==> config.mk <==
export PLATFORM = sky130hd
export DESIGN_NAME = branch_predictor
export DESIGN_NICKNAME = d
export VERILOG_FILES = /design/src/rtl/isa_pkg.sv /design/src/rtl/branch_predictor_sat_counter.sv /design/src/rtl/branch_predictor.sv
export SDC_FILE = /design/constraint.sdc
export NUM_CORES = 2
export LEC_CHECK = 0
export BUFFER_PORTS_ARGS = -buffer_cell sky130_fd_sc_hd__buf_2
export CAP_MARGIN = 10
export CORE_MARGIN = 2
export CORE_UTILIZATION = 50
export CTS_BUF_LIST = sky130_fd_sc_hd__clkbuf_8 sky130_fd_sc_hd__clkbuf_16
export CTS_CLUSTER_DIAMETER = 150
export CTS_CLUSTER_SIZE = 24
export DETAILED_ROUTE_END_ITERATION = 8
export HOLD_SLACK_MARGIN = 0.02
export PLACE_DENSITY_LB_ADDON = 0.12
export SYNTH_ARGS = -nofsm -noshare
export SYNTH_HDL_FRONTEND = slang
export SYNTH_SLANG_ARGS = --single-unit
==> constraint.sdc <==
create_clock -name CLK -period 4 [get_ports CLK]
set_input_delay 0.2 -clock CLK [delete_from_list [all_inputs] [get_ports CLK]]
set_output_delay 0.2 -clock CLK [all_outputs]
set_load 0.01 [all_outputs]
==> src/rtl/isa_pkg.sv <==
`default_nettype none
// ============================================================================
// Module   : isa_pkg
// Purpose  : Shared ISA-level types plus the branch target buffer entry
//            layout and direction-counter constants used by the predictor.
// Contents : word_t, btb_entry_t, TAG_W_MAX, CTR_WEAK_TAKEN, CTR_RESET
// Revision : 1.0  initial release
// ============================================================================
package isa_pkg;

  typedef logic [31:0] word_t;

  // The smallest legal table (2 entries) leaves 29 tag bits. Entries always
  // carry this many tag bits; narrower tags are zero-extended so every bit
  // takes part in the compare.
  localparam int TAG_W_MAX = 29;

  typedef struct packed {
    logic                 valid;
    logic [TAG_W_MAX-1:0] tag;
    word_t                target;
    logic [1:0]           ctr;
  } btb_entry_t;

  localparam logic [1:0] CTR_WEAK_TAKEN = 2'b10;
  localparam logic [1:0] CTR_RESET      = 2'b01;

endpackage
`default_nettype wire

==> src/rtl/branch_predictor_sat_counter.sv <==
`default_nettype none
// ============================================================================
// Module   : bp_sat_counter
// Purpose  : 2-bit saturating up/down counter step (00..11).
// Ports    : ctr      in  2  current counter value
//            up       in  1  1 = count up, 0 = count down
//            ctr_next out 2  saturated next value
// Revision : 1.0  initial release
// ============================================================================
module bp_sat_counter (
  input  logic [1:0] ctr,
  input  logic       up,
  output logic [1:0] ctr_next
);

  always_comb begin
    ctr_next = ctr;
    if (up) begin
      if (ctr != 2'b11) ctr_next = ctr + 2'd1;
    end else begin
      if (ctr != 2'b00) ctr_next = ctr - 2'd1;
    end
  end

endmodule
`default_nettype wire

==> src/rtl/branch_predictor.sv <==
`default_nettype none
// ============================================================================
// Module   : branch_predictor
// Purpose  : Next-PC predictor in front of fetch. Direct-mapped BTB with
//            2-bit direction counters, trained by a single update port from
//            execute, plus saturating branch / mispredict counters.
// Ports    : CLK, nRST (async, active-low)
//            pc                -> pc_prediction, predict_taken (combinational)
//            update_valid/pc/taken/target/mispredict  training port
//            branch_count, mispredict_count           performance counters
// Revision : 1.0  initial release
// ============================================================================
module branch_predictor
  import isa_pkg::*;
#(
  parameter int NENTRIES = 16
) (
  input  logic        CLK,
  input  logic        nRST,
  input  logic [31:0] pc,
  output logic [31:0] pc_prediction,
  output logic        predict_taken,
  input  logic        update_valid,
  input  logic [31:0] update_pc,
  input  logic        update_taken,
  input  logic [31:0] update_target,
  input  logic        update_mispredict,
  output logic [31:0] branch_count,
  output logic [31:0] mispredict_count
);

  localparam int IDX_W = $clog2(NENTRIES);
  localparam int TAG_W = 30 - IDX_W;

  btb_entry_t btb_q [NENTRIES];
  btb_entry_t btb_d [NENTRIES];

  logic [31:0] branch_count_q, branch_count_d;
  logic [31:0] mispredict_count_q, mispredict_count_d;

  // Lookup path (reads only registered state, so no same-cycle bypass)
  logic [IDX_W-1:0]     lk_idx;
  logic [TAG_W_MAX-1:0] lk_tag;
  btb_entry_t           lk_entry;
  logic                 lk_hit;

  assign lk_idx   = pc[IDX_W+1:2];
  assign lk_tag   = TAG_W_MAX'(pc[31:IDX_W+2]);
  assign lk_entry = btb_q[lk_idx];
  assign lk_hit   = lk_entry.valid && (lk_entry.tag == lk_tag);

  assign predict_taken = lk_hit && lk_entry.ctr[1];
  assign pc_prediction = predict_taken ? lk_entry.target : (pc + 32'd4);

  // Update path
  logic [IDX_W-1:0]     up_idx;
  logic [TAG_W_MAX-1:0] up_tag;
  btb_entry_t           up_entry;
  logic                 up_hit;
  logic [1:0]           up_ctr_next;

  assign up_idx   = update_pc[IDX_W+1:2];
  assign up_tag   = TAG_W_MAX'(update_pc[31:IDX_W+2]);
  assign up_entry = btb_q[up_idx];
  assign up_hit   = up_entry.valid && (up_entry.tag == up_tag);

  bp_sat_counter u_sat_counter (
    .ctr      (up_entry.ctr),
    .up       (update_taken),
    .ctr_next (up_ctr_next)
  );

  // Byte-offset bits of word-aligned PCs carry no information.
  logic unused_addr_bits;
  assign unused_addr_bits = ^{pc[1:0], update_pc[1:0]};

  always_comb begin
    btb_d = btb_q;
    if (update_valid) begin
      if (up_hit) begin
        btb_d[up_idx].ctr = up_ctr_next;
        if (update_taken) btb_d[up_idx].target = update_target;
      end else if (update_taken) begin
        // Allocation evicts whatever occupied the slot.
        btb_d[up_idx].valid  = 1'b1;
        btb_d[up_idx].tag    = up_tag;
        btb_d[up_idx].target = update_target;
        btb_d[up_idx].ctr    = CTR_WEAK_TAKEN;
      end
    end
  end

  always_comb begin
    branch_count_d     = branch_count_q;
    mispredict_count_d = mispredict_count_q;
    if (update_valid && (branch_count_q != 32'hFFFF_FFFF))
      branch_count_d = branch_count_q + 32'd1;
    if (update_valid && update_mispredict && (mispredict_count_q != 32'hFFFF_FFFF))
      mispredict_count_d = mispredict_count_q + 32'd1;
  end

  always_ff @(posedge CLK or negedge nRST) begin
    if (!nRST) begin
      for (int i = 0; i < NENTRIES; i++) begin
        btb_q[i].valid  <= 1'b0;
        btb_q[i].tag    <= '0;
        btb_q[i].target <= '0;
        btb_q[i].ctr    <= CTR_RESET;
      end
      branch_count_q     <= '0;
      mispredict_count_q <= '0;
    end else begin
      btb_q              <= btb_d;
      branch_count_q     <= branch_count_d;
      mispredict_count_q <= mispredict_count_d;
    end
  end

  assign branch_count     = branch_count_q;
  assign mispredict_count = mispredict_count_q;

endmodule
`default_nettype wire

### Yosys cells after proc, flatten, opt, wreduce, memory -nomap -nowiden

Cells that the tools add are included.

* reduce and logical (&&, ||, !) cells: 10
* magnitude comparators: 3
* add/sub/neg operators: 5
* bitwise gates (word level): 2
* muxes and demuxes: 27
* equality and inequality tests: 5

Operator list (number)
* 1024-bit bitwise mux: 6
* 1024-bit 2-to-1 mux: 3
* 64-bit demux with 4-bit select: 4
* 64-bit binary-select mux with 4-bit select: 2
* 64-bit 2-to-1 mux: 5
* 32-bit by 1-bit adder with 32-bit output (second input constant): 2
* 32-bit != test (second input constant): 2
* 63-bit 2-to-1 mux: 1
* 29-bit by 26-bit == test with 1-bit output: 2
* 34-bit 2-to-1 mux: 1
* 32-bit by 3-bit adder with 32-bit output (second input constant): 1
* 32-bit 2-to-1 mux: 1
* 5-bit >= comparator (second input constant): 2
* 4-bit inverter with 5-bit output: 2
* 2-bit 2-to-1 mux: 4
* 1-bit logical AND: 7
* 5-bit by 1-bit less-than comparator with 1-bit output (second input constant): 1
* 2-bit nonzero test: 2
* 2-bit by 1-bit adder with 2-bit output (second input constant): 1
* 2-bit != test (second input constant): 1
* 2-bit AND reduction: 1
* 2-bit by 1-bit subtractor with 2-bit output (second input constant): 1

* input port bits: 101
* logic and storage cells: 118
* output and inout port bits: 97
* register bits after elaboration: 1088

### Logic depth before layout (Yosys ltp)

* word-level depth: 11
* depth in mapped cells: 16
* gate-level depth less buffers: 9

### Cells and area by module

A second synthesis with hierarchy kept.

* cells, all modules: 3501
* area, all modules: 52734.3 um^2

By module, submodules not included
* branch_predictor: sequential area each 26045.0 um^2, instances 1, cells each 3498, area each 52708.1 um^2
* bp_sat_counter: sequential area each 0.0 um^2, instances 1, cells each 3, area each 26.3 um^2

### Worst setup path before layout

Ideal clock, no wire load.

* path kind: input -> output
* start point: input port pc[2]
* end point: output port pc_prediction[10]
* slack: 298 ps
* buffers on the path: 7
* cell stages on the path: 14
* arrival: 3502 ps
* required time: 3800 ps
* path through: buf_6 > buf_4 > buf_4 > buf_2 > buf_2 > mux4_2 > a211oi_1 > a21oi_1 > xor2_1 > nor4_1 > nor4bb_1 > buf_4 > buf_12 > mux2_4

* word-level cells in the longest chain between the ends: 8
* elaborated cells on any way between the ends: 9
* those cells by class: add/sub: 1; eq/ne: 1; mux: 4; bitwise: 1; reduce/logical: 2

Ends and longest elaborated chain
* from (decl): RTL line branch_predictor.sv:20 `input logic [31:0] pc,`
* 4-bit inverter with 5-bit output (implied by the code): RTL line branch_predictor.sv:49 `assign lk_entry = btb_q[lk_idx];`
* 64-bit binary-select mux with 4-bit select: RTL line branch_predictor.sv:49
* 64-bit 2-to-1 mux (implied by the code) (2 in a row): RTL line branch_predictor.sv:49
* 29-bit by 26-bit == test with 1-bit output: RTL line branch_predictor.sv:50 `assign lk_hit = lk_entry.valid && (lk_entry.tag == lk_tag);`
* 1-bit logical AND: RTL line branch_predictor.sv:50
* 1-bit logical AND: RTL line branch_predictor.sv:52 `assign predict_taken = lk_hit && lk_entry.ctr[1];`
* 32-bit 2-to-1 mux (*): RTL line branch_predictor.sv:53 `assign pc_prediction = predict_taken ? lk_entry.target : (pc + 32'd4);`
* to (decl): RTL line branch_predictor.sv:21 `output logic [31:0] pc_prediction,`

Every way passes the cells marked *; elsewhere a longest branch is shown, timed or not. The select of a mux whose other input is x is not followed.

### Worst setup path after layout

* start point: register btb_q[234] in the netlist's numbering
* end point: output port pc_prediction[5]

* word-level cells in the longest chain between the ends: 7

Ends and longest elaborated chain
* from (decl): RTL line branch_predictor.sv:35 `btb_entry_t btb_q [NENTRIES];`
* from (signal assigned): RTL line branch_predictor.sv:113 `btb_q <= btb_d;`
* 64-bit binary-select mux with 4-bit select: RTL line branch_predictor.sv:49
* 64-bit 2-to-1 mux (implied by the code) (2 in a row): RTL line branch_predictor.sv:49
* 29-bit by 26-bit == test with 1-bit output: RTL line branch_predictor.sv:50
* 1-bit logical AND: RTL line branch_predictor.sv:50
* 1-bit logical AND: RTL line branch_predictor.sv:52
* 32-bit 2-to-1 mux: RTL line branch_predictor.sv:53

No other way between the ends. The select of a mux whose other input is x is not followed.

==> reports/metrics.cfg <==
[logic_synthesis]
syn_avg_cell_area_sq_um = 13.9
synthCells = 3780
synth_area_leaders = dfrtp_1 (49%), mux2_2 (18%), mux4_2 (15%), nand2_1 (3.3%), mux2i_1 (1.8%)
synth_largest_area_cell = dfrtp_1
synth-main-ff-cell = dfrtp_1
synth_fp_nets = 3884
ys_warn_count = 0
synthArstFlopShare_pct = 100
synth_seq_area_share_pct = 49.7
ys_ff_latch = 1040
synth.distinct_cells = 72
synth_edf_count = 0
synth.top_cell.area_share_pct = 48.9
netlist_area_sq_mm = 0.0524

[sta]
fin_ws_ns = -0.650
fin_crit_ns = 4.65
drv_slew = 0
hold_viol_final = 0
final.period_utilization_pct = 116
rsz0062_at_grt = true
tightest_slew_ns = 1.15
finalClockSkew_ns = 0.0274
setup_viol = 33
fmax_mhz = 215
max_slew_margin_pct = 22.8

[detailed_routing]
viasPerCell = 6.28
ant_nets = 0
vias = 33900
routed_wl_um = 159000
route.detailed.drc = 0
drt_iter0_drc = 3347
wl_per_cell_um = 29.5
dr.pass1.iters = 5

[placement]
place_inst = 5267
buffer_ports.inserted = 195
pre_cts_ws_ns = -0.379
dp_hpwl_um = 103000
gp_congestion = 0.904

[critical_path]
cp-start-kind = flip-flop
cp.arrival_ns = 4.45
path_class = reg2out
worst_ep_required_time_ns = 3.80
path_max_fanout = 8
cp-end-kind = primary output

[die]
num_rows = 118
die_h_um = 328
die-width_um = 328
start_util_pct = 50.5
pin_count = 198
core_sq_mm = 0.104
dieArea_sq_mm = 0.107

[cts]
cts_tree = yes
cts_buffer_depth = 3
ctsHtreeMaxLevel = 2
clock_sinks = 1040
ctsRootBufferMaster = clkbuf_16
path_clk_slew_ns = 0.11
clkLatencyLatePin_ns = 0.69
cts_made_buffers = 49

[run]
max-cap-violations = 0

[final_layout]
syn2layout_area_growth_pct = 11.4
final_common_cell = dfrtp_1
layout-drive-gt1-share_pct = 44.0
final_cell_mix = dfrtp_1 (1024), mux2_2 (828), nand2_1 (445), mux4_2 (354), buf_4 (169)
nets = 4092
layoutNonFillerInstCount = 5392

[global_routing]
grt_first_pass_wirelength_um = 238000
grt_busiest_layer = met2
antenna_found_initial = 12
grt-ovfl-total = 0
track_usage_pct = 29.9
grt_max_degree = 100
grt.met3_usage_pct = 5.04
first_global_vias = 34300
use_met2_pct = 45.9
use_met1_pct = 44.7

[power_and_ir_drop]
power_density_mw_per_mm2 = 434
vdd_ir_drop_max_uv = 287
leakagePower_nw = 26.2

[status]
violations = negative setup slack
status = finished with violations

[worst_hold_path]
min_path_type = in2reg

## final timing paths
path,from,end,slack (ns),cells past startpoint
setup reg to reg,btb_q[249]$_DFFE_PN0P_,btb_q[238]$_DFFE_PN0P_,0.44,13
setup / recovery,btb_q[234]$_DFFE_PN0P_,pc_prediction[5],-0.65,13
hold / removal,update_pc[10],btb_q[38]$_DFFE_PN0P_,0.06,2
min in group asynchronous,nRST,btb_q[569]$_DFFE_PN0P_,0.22,2
hold reg to reg,btb_q[850]$_DFFE_PN0P_,btb_q[850]$_DFFE_PN0P_,0.48,2
max in group asynchronous,nRST,btb_q[388]$_DFFE_PN0P_,2.54,3
## flip-flops by register name, summed over array words and instances, names as in the netlist
signal            count
branch_count         32
btb_q               976
mispredict_count     32
## stage by stage
step / utilization, % / power (W) / TNS, ns / hold slack (ns) / area, sq um
6_report: 56.3 / 0.0253 / -19.35 / 0.0634 / 58400
5_1_grt: 56.3 / 0.0265 / -22.90 / 0.0679 / 58300
4_1_cts: 56.3 / 0.0255 / -20.79 / 0.0317 / 58400
3_5_place_dp: 54.3 / 0.0197 / -11.06 / 0.361 / 56300
3_3_place_gp: 54.3 / 0.0195 / -10.42 / 0.366 / 56300
2_1_floorplan: - / 0.0176 / 0 / -0.0956 / 52400
## power by group
part | leakage (nW) | internal (W) | switching [W] | total [W]
logic | 12.2 | 0.00335 | 0.00247 | 0.00582
registers | 13.3 | 0.0125 | 0.00127 | 0.0138
clock network | 0.727 | 0.00225 | 0.00353 | 0.00577
## layer usage
layer	part of all wire, %	routed length [um]	vias to the layer above
met5	0.057	91	-
met4	2.5	4020	12
met3	6.6	10500	206
met2	46	73100	1090
met1	45	71500	18300
li1	-	-	14300
## cell type report
class                           count  area [sq um]
Multi-Input combinational cell   2406         24900
Antenna cell                        3          7.51
Fill cell                        8593         45300
Clock buffer                       49          1230
Clock inverter                     23           109
Sequential cell                  1040         26000
Tap cell                         1380          1730
Timing Repair Buffer              473          4250
Inverter                           18          67.6
## synth_stat cells (10+ instances only)
cell type and count:
mux4_2 350, and3_1 19, nand2b_1 21, and4_1 10, mux2i_1 94, buf_1 32, buf_2 47, a211oi_1 14
dfstp_2 16, nor3_1 17, nand4_1 28, a21oi_1 33, mux2_4 29, nand2_2 10, xor2_1 43, nand3_1 68
clkbuf_1 189, a22oi_1 14, inv_1 17, mux2_2 829, o31ai_1 18, nor2b_1 22, nor2_1 74, buf_4 40
xnor2_1 95, a311oi_1 12, nand2_1 455, o21ai_0 29, o22ai_1 17, dfrtp_1 1024
## worst max-delay path, stage by stage (launching register included)
cell and delay (ns):
dfrtp_1 0.42, mux4_2 0.46, mux4_2 0.48, xor2_1 0.17
nor4_2 0.30, buf_4 0.18, nand4_1 0.08, or4_4 0.46
nor4bb_4 0.30, buf_6 0.17, buf_12 0.12, buf_12 0.17
mux2_4 0.32, buf_6 0.12
## logic make-up after synthesis
group	share of synthesized area, %
AO/OA/AOI/OAI	2.64
flip-flops	49.7
buffers and inverters	2.97
AND/OR/NAND/NOR	6.53
multiplexers	35.7
XOR/XNOR	2.31
adder cells (fa/ha/maj)	0.110
## timing repair
action	CTS	global route
hold buffers	40	0
resized for setup	34	2
cloned	3	0
setup buffers	7	1
pin swaps	3	1
setup endpoints to repair	33	33
hold endpoints to repair	654	0
Power figures use the tool's default switching activity.
